--- config.mk ---
export PLATFORM = sky130hd
export DESIGN_NAME = pipe_stage_reg
export DESIGN_NICKNAME = d
export VERILOG_FILES = /design/src/rtl/pipe_stage_reg.sv
export SDC_FILE = /design/constraint.sdc
export NUM_CORES = 1
export LEC_CHECK = 0
export BUFFER_PORTS_ARGS = -buffer_cell sky130_fd_sc_hd__buf_2
export CORE_MARGIN = 2
export CORE_UTILIZATION = 40
export CTS_BUF_LIST = sky130_fd_sc_hd__clkbuf_8
export DETAILED_ROUTE_END_ITERATION = 16
export HOLD_SLACK_MARGIN = 0.1
export PLACE_DENSITY_LB_ADDON = 0.3
export SETUP_SLACK_MARGIN = 0.1
export SLEW_MARGIN = 5
export SYNTH_ARGS = -nofsm -noshare
export SYNTH_HDL_FRONTEND = slang
export SYNTH_SLANG_ARGS = --single-unit
--- constraint.sdc ---
create_clock -name clk -period 1.44 [get_ports clk]
set_clock_uncertainty 0.05 [all_clocks]
set_input_delay 0.288 -clock clk [delete_from_list [all_inputs] [get_ports clk]]
set_output_delay 0.288 -clock clk [all_outputs]
set_load 0.05 [all_outputs]
--- src/rtl/pipe_stage_reg.sv ---
// pipe_stage_reg: generic inter-stage pipeline register with a valid/ready handshake,
// synchronous flush (bubble insertion) and an optional two-entry skid buffer.
//
// Parameters:
//   DATA_W        payload width in bits (opaque, never inspected)
//   SKID          1: main + skid register, in_ready_o is a flop output
//                 0: single register, in_ready_o = !out_valid_o || out_ready_i
//   ZERO_ON_FLUSH 1: flush clears the payload registers; 0: only the valids clear
//
// Ports:
//   clk          clock, rising edge
//   rst          synchronous active-high reset (priority over flush)
//   flush_i      drop every held entry and the input offered this cycle
//   in_valid_i   upstream payload valid
//   in_ready_o   block accepts a payload this cycle
//   in_data_i    upstream payload
//   out_valid_o  head payload valid
//   out_ready_i  downstream consumes the head this cycle
//   out_data_o   head payload
//   count_o      occupancy (0..2 with SKID=1, 0..1 with SKID=0)
module pipe_stage_reg #(
  parameter int unsigned DATA_W        = 64,
  parameter bit          SKID          = 1'b1,
  parameter bit          ZERO_ON_FLUSH = 1'b1
) (
  input  logic              clk,
  input  logic              rst,
  input  logic              flush_i,
  input  logic              in_valid_i,
  output logic              in_ready_o,
  input  logic [DATA_W-1:0] in_data_i,
  output logic              out_valid_o,
  input  logic              out_ready_i,
  output logic [DATA_W-1:0] out_data_o,
  output logic [1:0]        count_o
);

  logic [DATA_W-1:0] main_q, main_d;
  logic [DATA_W-1:0] skid_q, skid_d;
  logic [1:0]        count_q, count_d;
  logic              in_ready_q, in_ready_d;
  logic              push, pop;

  assign out_valid_o = (count_q != 2'd0);
  assign out_data_o  = main_q;
  assign count_o     = count_q;

  // With SKID the ready is purely registered, so out_ready_i never reaches in_ready_o
  // combinationally. The rst gate holds ready low during reset; rst is a local
  // synchronous control, not part of the stall chain.
  assign in_ready_o = ~rst & (SKID ? in_ready_q : (~out_valid_o | out_ready_i));

  // An input offered during flush is discarded even though in_ready_o may read 1.
  assign push = in_valid_i & in_ready_o & ~flush_i;
  assign pop  = out_valid_o & out_ready_i;

  always_comb begin
    main_d     = main_q;
    skid_d     = skid_q;
    count_d    = count_q;
    in_ready_d = in_ready_q;

    if (SKID) begin
      case (count_q)
        2'd0: begin
          if (push) begin
            main_d  = in_data_i;
            count_d = 2'd1;
          end
        end
        2'd1: begin
          if (push && pop) begin
            main_d = in_data_i;
          end else if (push) begin
            // Late stall: ready was still high, park the extra payload behind the head.
            skid_d  = in_data_i;
            count_d = 2'd2;
          end else if (pop) begin
            count_d = 2'd0;
          end
        end
        2'd2: begin
          // in_ready_o is low here, so only a pop can happen.
          if (pop) begin
            main_d  = skid_q;
            count_d = 2'd1;
          end
        end
        default: count_d = 2'd0;
      endcase
      in_ready_d = (count_d != 2'd2);
    end else begin
      if (push) begin
        main_d  = in_data_i;
        count_d = 2'd1;
      end else if (pop) begin
        count_d = 2'd0;
      end
      in_ready_d = 1'b1;
    end

    if (flush_i) begin
      count_d    = 2'd0;
      in_ready_d = 1'b1;
      if (ZERO_ON_FLUSH) begin
        main_d = '0;
        skid_d = '0;
      end
    end
  end

  always_ff @(posedge clk) begin
    if (rst) begin
      main_q     <= '0;
      skid_q     <= '0;
      count_q    <= 2'd0;
      // Ready comes up the first cycle after reset; held low meanwhile by the rst gate.
      in_ready_q <= 1'b1;
    end else begin
      main_q     <= main_d;
      skid_q     <= skid_d;
      count_q    <= count_d;
      in_ready_q <= in_ready_d;
    end
  end

endmodule

==> impl_metrics.env, run 1 <==
export IMPL_status="complete, but fails checks"
export IMPL_violations="negative setup slack"
export IMPL_grt_start_max_net_pins=68
export IMPL_setup_ws_ns=-0.210
export IMPL_path_max_fanout=42
export IMPL_hp_class="in -> reg"
export IMPL_worstMarginPinSlew_ns=0.678
export IMPL_nets=913
export IMPL_cts_root_buf="clkbuf_8"
export IMPL_drt_vias_per_instance=5.44
export IMPL_num_rows=42
export IMPL_first_pass_iters=4
export IMPL_end_kind="flip-flop"
export IMPL_worstPathRequired_ns=1.73
export IMPL_synthTopCellsByArea="dfxtp_1 48%, mux2i_1 12%, nand2_1 8.8%"
export IMPL_muxShareOfSynthArea=0.120
export IMPL_setup_violations_final=126
export IMPL_area_growth_syn_to_layout_pct=78.8
export IMPL_syn_nets=665
export IMPL_slew_viol_final=0
export IMPL_io_pins=137
export IMPL_grt_overflow_total=0
export IMPL_synth_area_leader_cell="dfxtp_1"
export IMPL_cts_buffers=17
export IMPL_die_h_um=120
export IMPL_start_util=0.409
export IMPL_syn_area_per_cell_um2=9.08
export IMPL_grt_pass1_wl_mm=29.4
export IMPL_maxCapViolCount=0
export IMPL_stdcell_count=1032
export IMPL_final_cell_mix="81 x buf_6, 79 x dfxtp_1, 68 x buf_2, 65 x mux2i_1, 65 x nand2_1"
export IMPL_totalWireLength_mm=20.4
export IMPL_yosys_area_share_simple=0.109
export IMPL_path_clk_slew_ns=0.07
export IMPL_synth_xor_area_frac=0
export IMPL_dp_cells=893
export IMPL_holdWs_ns=0.203
export IMPL_peakVddDrop_uv=581
export IMPL_synth_compound_area_frac=0.227
export IMPL_drive_gt1_frac=0.558
export IMPL_stdcell_area_um2=9680
export IMPL_fmax_mhz=606
export IMPL_yosys_warnings=0
export IMPL_h_tree_depth=4
export IMPL_clock_sinks=131
export IMPL_num_vias=5610
export IMPL_drt_iter0_drc=281
export IMPL_hold_violations=0
export IMPL_leakagePower_nw=4.42
export IMPL_maxSlewHeadroom=0.548
export IMPL_io_buffers=136
export IMPL_syn_cell_area_um2=5410
export IMPL_drcViolationCount=0
export IMPL_worstPathArrival_ns=1.94
export IMPL_rsz0062_at_grt="yes"
export IMPL_dpl_hpwl_mm=9.73
export IMPL_totalPowerFinal_mw=7.92
export IMPL_die_area_um2=14500
export IMPL_ys_seq_area_frac=0.485
export IMPL_cts_tree="done"
export IMPL_crit_type="reg -> reg"
export IMPL_dieWidth_um=120
export IMPL_synth_top_family_by_area="compound AO/OA/AOI/OAI gates"
export IMPL_antenna_found_initial=0
export IMPL_placed_cell_area_um2=6730
export IMPL_period_needed_ns=1.65
export IMPL_powerDensity_nw_per_um2=819
export IMPL_post_route_period_util=1.15
export IMPL_core_area_um2=13200
export IMPL_grt_pass1_vias=5864
export IMPL_insertion_delay_ns=0.45
export IMPL_synthCells=596
export IMPL_gp_congestion=0.796
export IMPL_synth_cell_types=27
export IMPL_wl_per_cell_um=19.8
export IMPL_synth_top_area_frac=0.485
export IMPL_grt_use_total=0.259
export IMPL_startpoint_type="flip-flop"
export IMPL_final_common_cell="buf_6"
export IMPL_clockBufferDepth=2
export IMPL_ys_ff_latch=131
export IMPL_antennaDiodeCount=0
export IMPL_ant_nets=0
export IMPL_synthAdderAreaFrac=0
## metal layers
layer	part of all wire	global-route usage	vias up
met5	0	0	-
met4	0.027	0.121	0
met3	0.057	0.0594	53
met2	0.53	0.449	213
met1	0.38	0.302	2740
li1	-	-	2604
## path summary, 6_finish.rpt
kind / start / to / slack (ns) / depth (start not counted)
setup / recovery: in_ready_q / out_data_o[62] / -0.21 / 6
hold / removal: out_ready_i / count_o[1] / 0.20 / 3
setup reg to reg: in_ready_q / out_data_o[62] / -0.21 / 6
hold reg to reg: skid_q[3] / skid_q[3] / 0.40 / 2
## final cells by class
class                   instances  area (um^2)
fillers                       851         3570
clock inverters                10         68.8
clock buffers                  21          289
flip-flops and latches        131         2700
repair buffers                287         3160
multi-input cells             407         3240
well taps                     176          220
## cells by family (layout without fill, tap and decap cells)
group	Yosys count	after routing
simple gates	145	145
compound gates	197	197
buf+inv	58	318
mux	65	65
flops	131	131
## worst max-delay path: stages (launching register included)
cell      delay (ns)
dfxtp_4         0.36
nand2_4         0.05
buf_4           0.15
o21bai_4        0.21
buf_12          0.28
a21oi_1         0.14
a211oi_1        0.28
## power breakdown
part / switching [mW] / internal, mW / leakage [nW]
registers: 0.0492 / 3.68 / 1.08
logic: 0.717 / 0.595 / 3.13
clock network: 1.38 / 1.49 / 0.207
total: 2.15 / 5.77 / 4.42
## flip-flops by register name, summed over array words and instances, names as in the netlist
signal	cells
count_o	2
in_ready_q	1
out_data_o	64
skid_q	64
## metrics by stage
| step | setup WS [ns] | TNS (ns) | util |
|---|---|---|---|
| 6_report | -0.210 | -16.44 | 0.731 |
| 5_1_grt | -0.295 | -24.89 | 0.731 |
| 4_1_cts | -0.197 | -13.07 | 0.690 |
| 3_5_place_dp | -0.274 | -25.09 | 0.508 |
| 3_3_place_gp | -0.211 | -21.95 | 0.508 |
| 2_1_floorplan | -0.0706 | -5.35 | - |
## Yosys cell counts
master    number
nor2_1         4
nor3_1         1
o22a_1         1
and2_1         1
nor4_4         1
o21ai_2        7
buf_6          3
clkbuf_2       4
a21oi_1       66
a211oi_1      55
dfxtp_1      131
nand3_1        3
o21ai_0       55
o21a_1         1
nand2_1      127
clkbuf_1      16
nor2b_1        2
or2_1          1
o21ai_1        2
o21bai_1       1
mux2i_1       65
a211oi_2       9
buf_4         10
buf_2         24
or2_2          2
buf_8          1
nand2b_1       3
## repair_timing
item,in CTS,in global routing
cloned,15,3
hold buffers,64,0
resized for setup,312,133
pin swaps,76,32
hold endpoints to repair,64,0
buffers inserted,21,9
endpoints found under the setup margin,191,153
Power figures use the tool's default switching activity.
==> inputs of run 2 (changes only) <==
- ABC_CLOCK_PERIOD_IN_PS: unset -> 1590
- GPL_TIMING_DRIVEN: unset -> 0
- clock period: 1.44 -> 1.59 ns (I/O delays scaled with it)
==> impl_metrics.env, run 2 (synthesis gave the netlist of run 1 again) <==
export IMPL_drcViolationCount=0
export IMPL_io_pins=137
export IMPL_internal_power_mw=5.26
export IMPL_gp_congestion=0.836
export IMPL_min_path_cells=4
export IMPL_rsz0062_at_grt="yes"
export IMPL_totalWireLength_mm=18.9
export IMPL_slew_viol_final=0
export IMPL_worstRegToRegCells=8
export IMPL_num_rows=42
export IMPL_worstMarginPinSlew_ns=0.706
export IMPL_totalPowerFinal_mw=7.21
export IMPL_worstPathArrival_ns=1.94
export IMPL_cts_buffers=17
export IMPL_drt_vias_per_instance=5.26
export IMPL_end_kind="flip-flop"
export IMPL_path_max_fanout=6
export IMPL_cts_tree="done"
export IMPL_die_h_um=120
export IMPL_core_area_um2=13200
export IMPL_crit_type="reg -> reg"
export IMPL_setup_ws_ns=-0.0960
export IMPL_holdWs_ns=0.381
export IMPL_clockBufferDepth=2
export IMPL_grt_pass1_wl_mm=26.3
export IMPL_hold_violations=0
export IMPL_grt_pass1_vias=5179
export IMPL_p_sw_mw=1.94
export IMPL_leakagePower_nw=4.02
export IMPL_clock_sinks=131
export IMPL_fmax_mhz=593
export IMPL_first_pass_iters=5
export IMPL_setup_violations_final=117
export IMPL_num_vias=5562
export IMPL_worstPathRequired_ns=1.84
export IMPL_maxCapViolCount=0
export IMPL_top_usage_layer="met2"
export IMPL_dpl_hpwl_mm=10.4
export IMPL_use_met3=0.0486
export IMPL_insertion_delay_ns=0.44
export IMPL_grt_overflow_total=0
export IMPL_grt_use_met2=0.396
export IMPL_maxSlewHeadroom=0.529
export IMPL_die_area_um2=14500
export IMPL_drt_iter0_drc=345
export IMPL_antennaDiodeCount=0
export IMPL_nets=937
export IMPL_period_needed_ns=1.69
export IMPL_dp_cells=908
export IMPL_peakVddDrop_uv=603
export IMPL_netSwitchingFraction=0.270
export IMPL_violations="negative setup slack"
export IMPL_pwr_share_seq=0.467
export IMPL_drive_gt1_frac=0.472
export IMPL_final_common_cell="dfxtp_1"
export IMPL_powerDensity_nw_per_um2=773
export IMPL_pwr_share_comb=0.157
export IMPL_grt_use_total=0.232
export IMPL_start_util=0.409
export IMPL_ant_nets=0
export IMPL_wl_per_cell_um=17.9
export IMPL_area_growth_syn_to_layout_pct=72.3
export IMPL_final_cell_mix="128 x dfxtp_1, 123 x buf_2, 103 x nand2_1, 65 x dlygate4sd3_1, 58 x a21oi_1"
export IMPL_grtUsageMet1=0.286
export IMPL_io_buffers=136
export IMPL_status="complete, but fails checks"
export IMPL_post_route_period_util=1.06
export IMPL_grt_start_max_net_pins=17
export IMPL_antenna_found_initial=0
export IMPL_h_tree_depth=4
export IMPL_pwr_share_clk=0.376
export IMPL_cts_root_buf="clkbuf_8"
export IMPL_startpoint_type="flip-flop"
export IMPL_path_clk_slew_ns=0.08
export IMPL_hp_class="in -> reg"
export IMPL_dieWidth_um=120
export IMPL_stdcell_count=1057
[run 2: what timing repair did]
action	in CTS	in global routing
hold buffers	65	0
gates resized for setup	155	154
cloned	9	18
buffers inserted	21	4
endpoints found under the hold margin	66	0
endpoints found under the setup margin	124	141
pin swaps	28	17
[run 2: through the flow]
stage | instance area [um^2] | setup TNS [ns] | utilization | setup slack [ns]
final | 9330 | -5.83 | 0.704 | -0.0960
after global routing | 9330 | -12.91 | 0.704 | -0.170
after CTS | 8230 | -0.922 | 0.621 | -0.0792
after detailed placement | 6370 | -35.47 | 0.481 | -0.475
after global placement | 6370 | -31.97 | 0.481 | -0.430
after floorplan | 5470 | 0 | - | 0.0493
[run 2: layout make-up]
class / count / area, um^2
plain buffers: 58 / 736
clock buffers: 22 / 303
clock inverters: 10 / 80.1
fillers: 918 / 3920
multi-input cells: 407 / 3120
flip-flops and latches: 131 / 2630
well taps: 176 / 220
repair buffers: 253 / 2240
[run 2: routing by layer]
layer	wire (um)	part of all wire	vias up
li1	-	-	2662
met1	7920	0.42	2694
met2	9720	0.51	165
met3	827	0.044	41
met4	451	0.024	0
met5	0	0	-
[run 2: critical path, stage by stage, from the launching register on]
cell	delay, ns
dfxtp_4	0.35
buf_6	0.12
buf_4	0.13
buf_6	0.12
a21oi_4	0.16
and2_4	0.22
buf_12	0.17
clkbuf_16	0.16
a211oi_2	0.06
[run 2: path summary, 6_finish.rpt]
check,from,endpoint,slack [ns]
min,out_ready_i,count_o[0],0.38
max,count_o[1],out_data_o[55],-0.1
max reg2reg,count_o[1],out_data_o[55],-0.1
min reg2reg,skid_q[49],skid_q[49],0.40
[run 2: power by group through the flow]
stage	combinational (mW)	clock, mW	sequential [mW]
floorplan	0.318	0	3.58
global placement	0.701	0	3.43
detailed placement	0.714	0	3.44
CTS	0.931	2.73	3.36
global route	1.19	2.89	3.37
finish	1.13	2.71	3.37
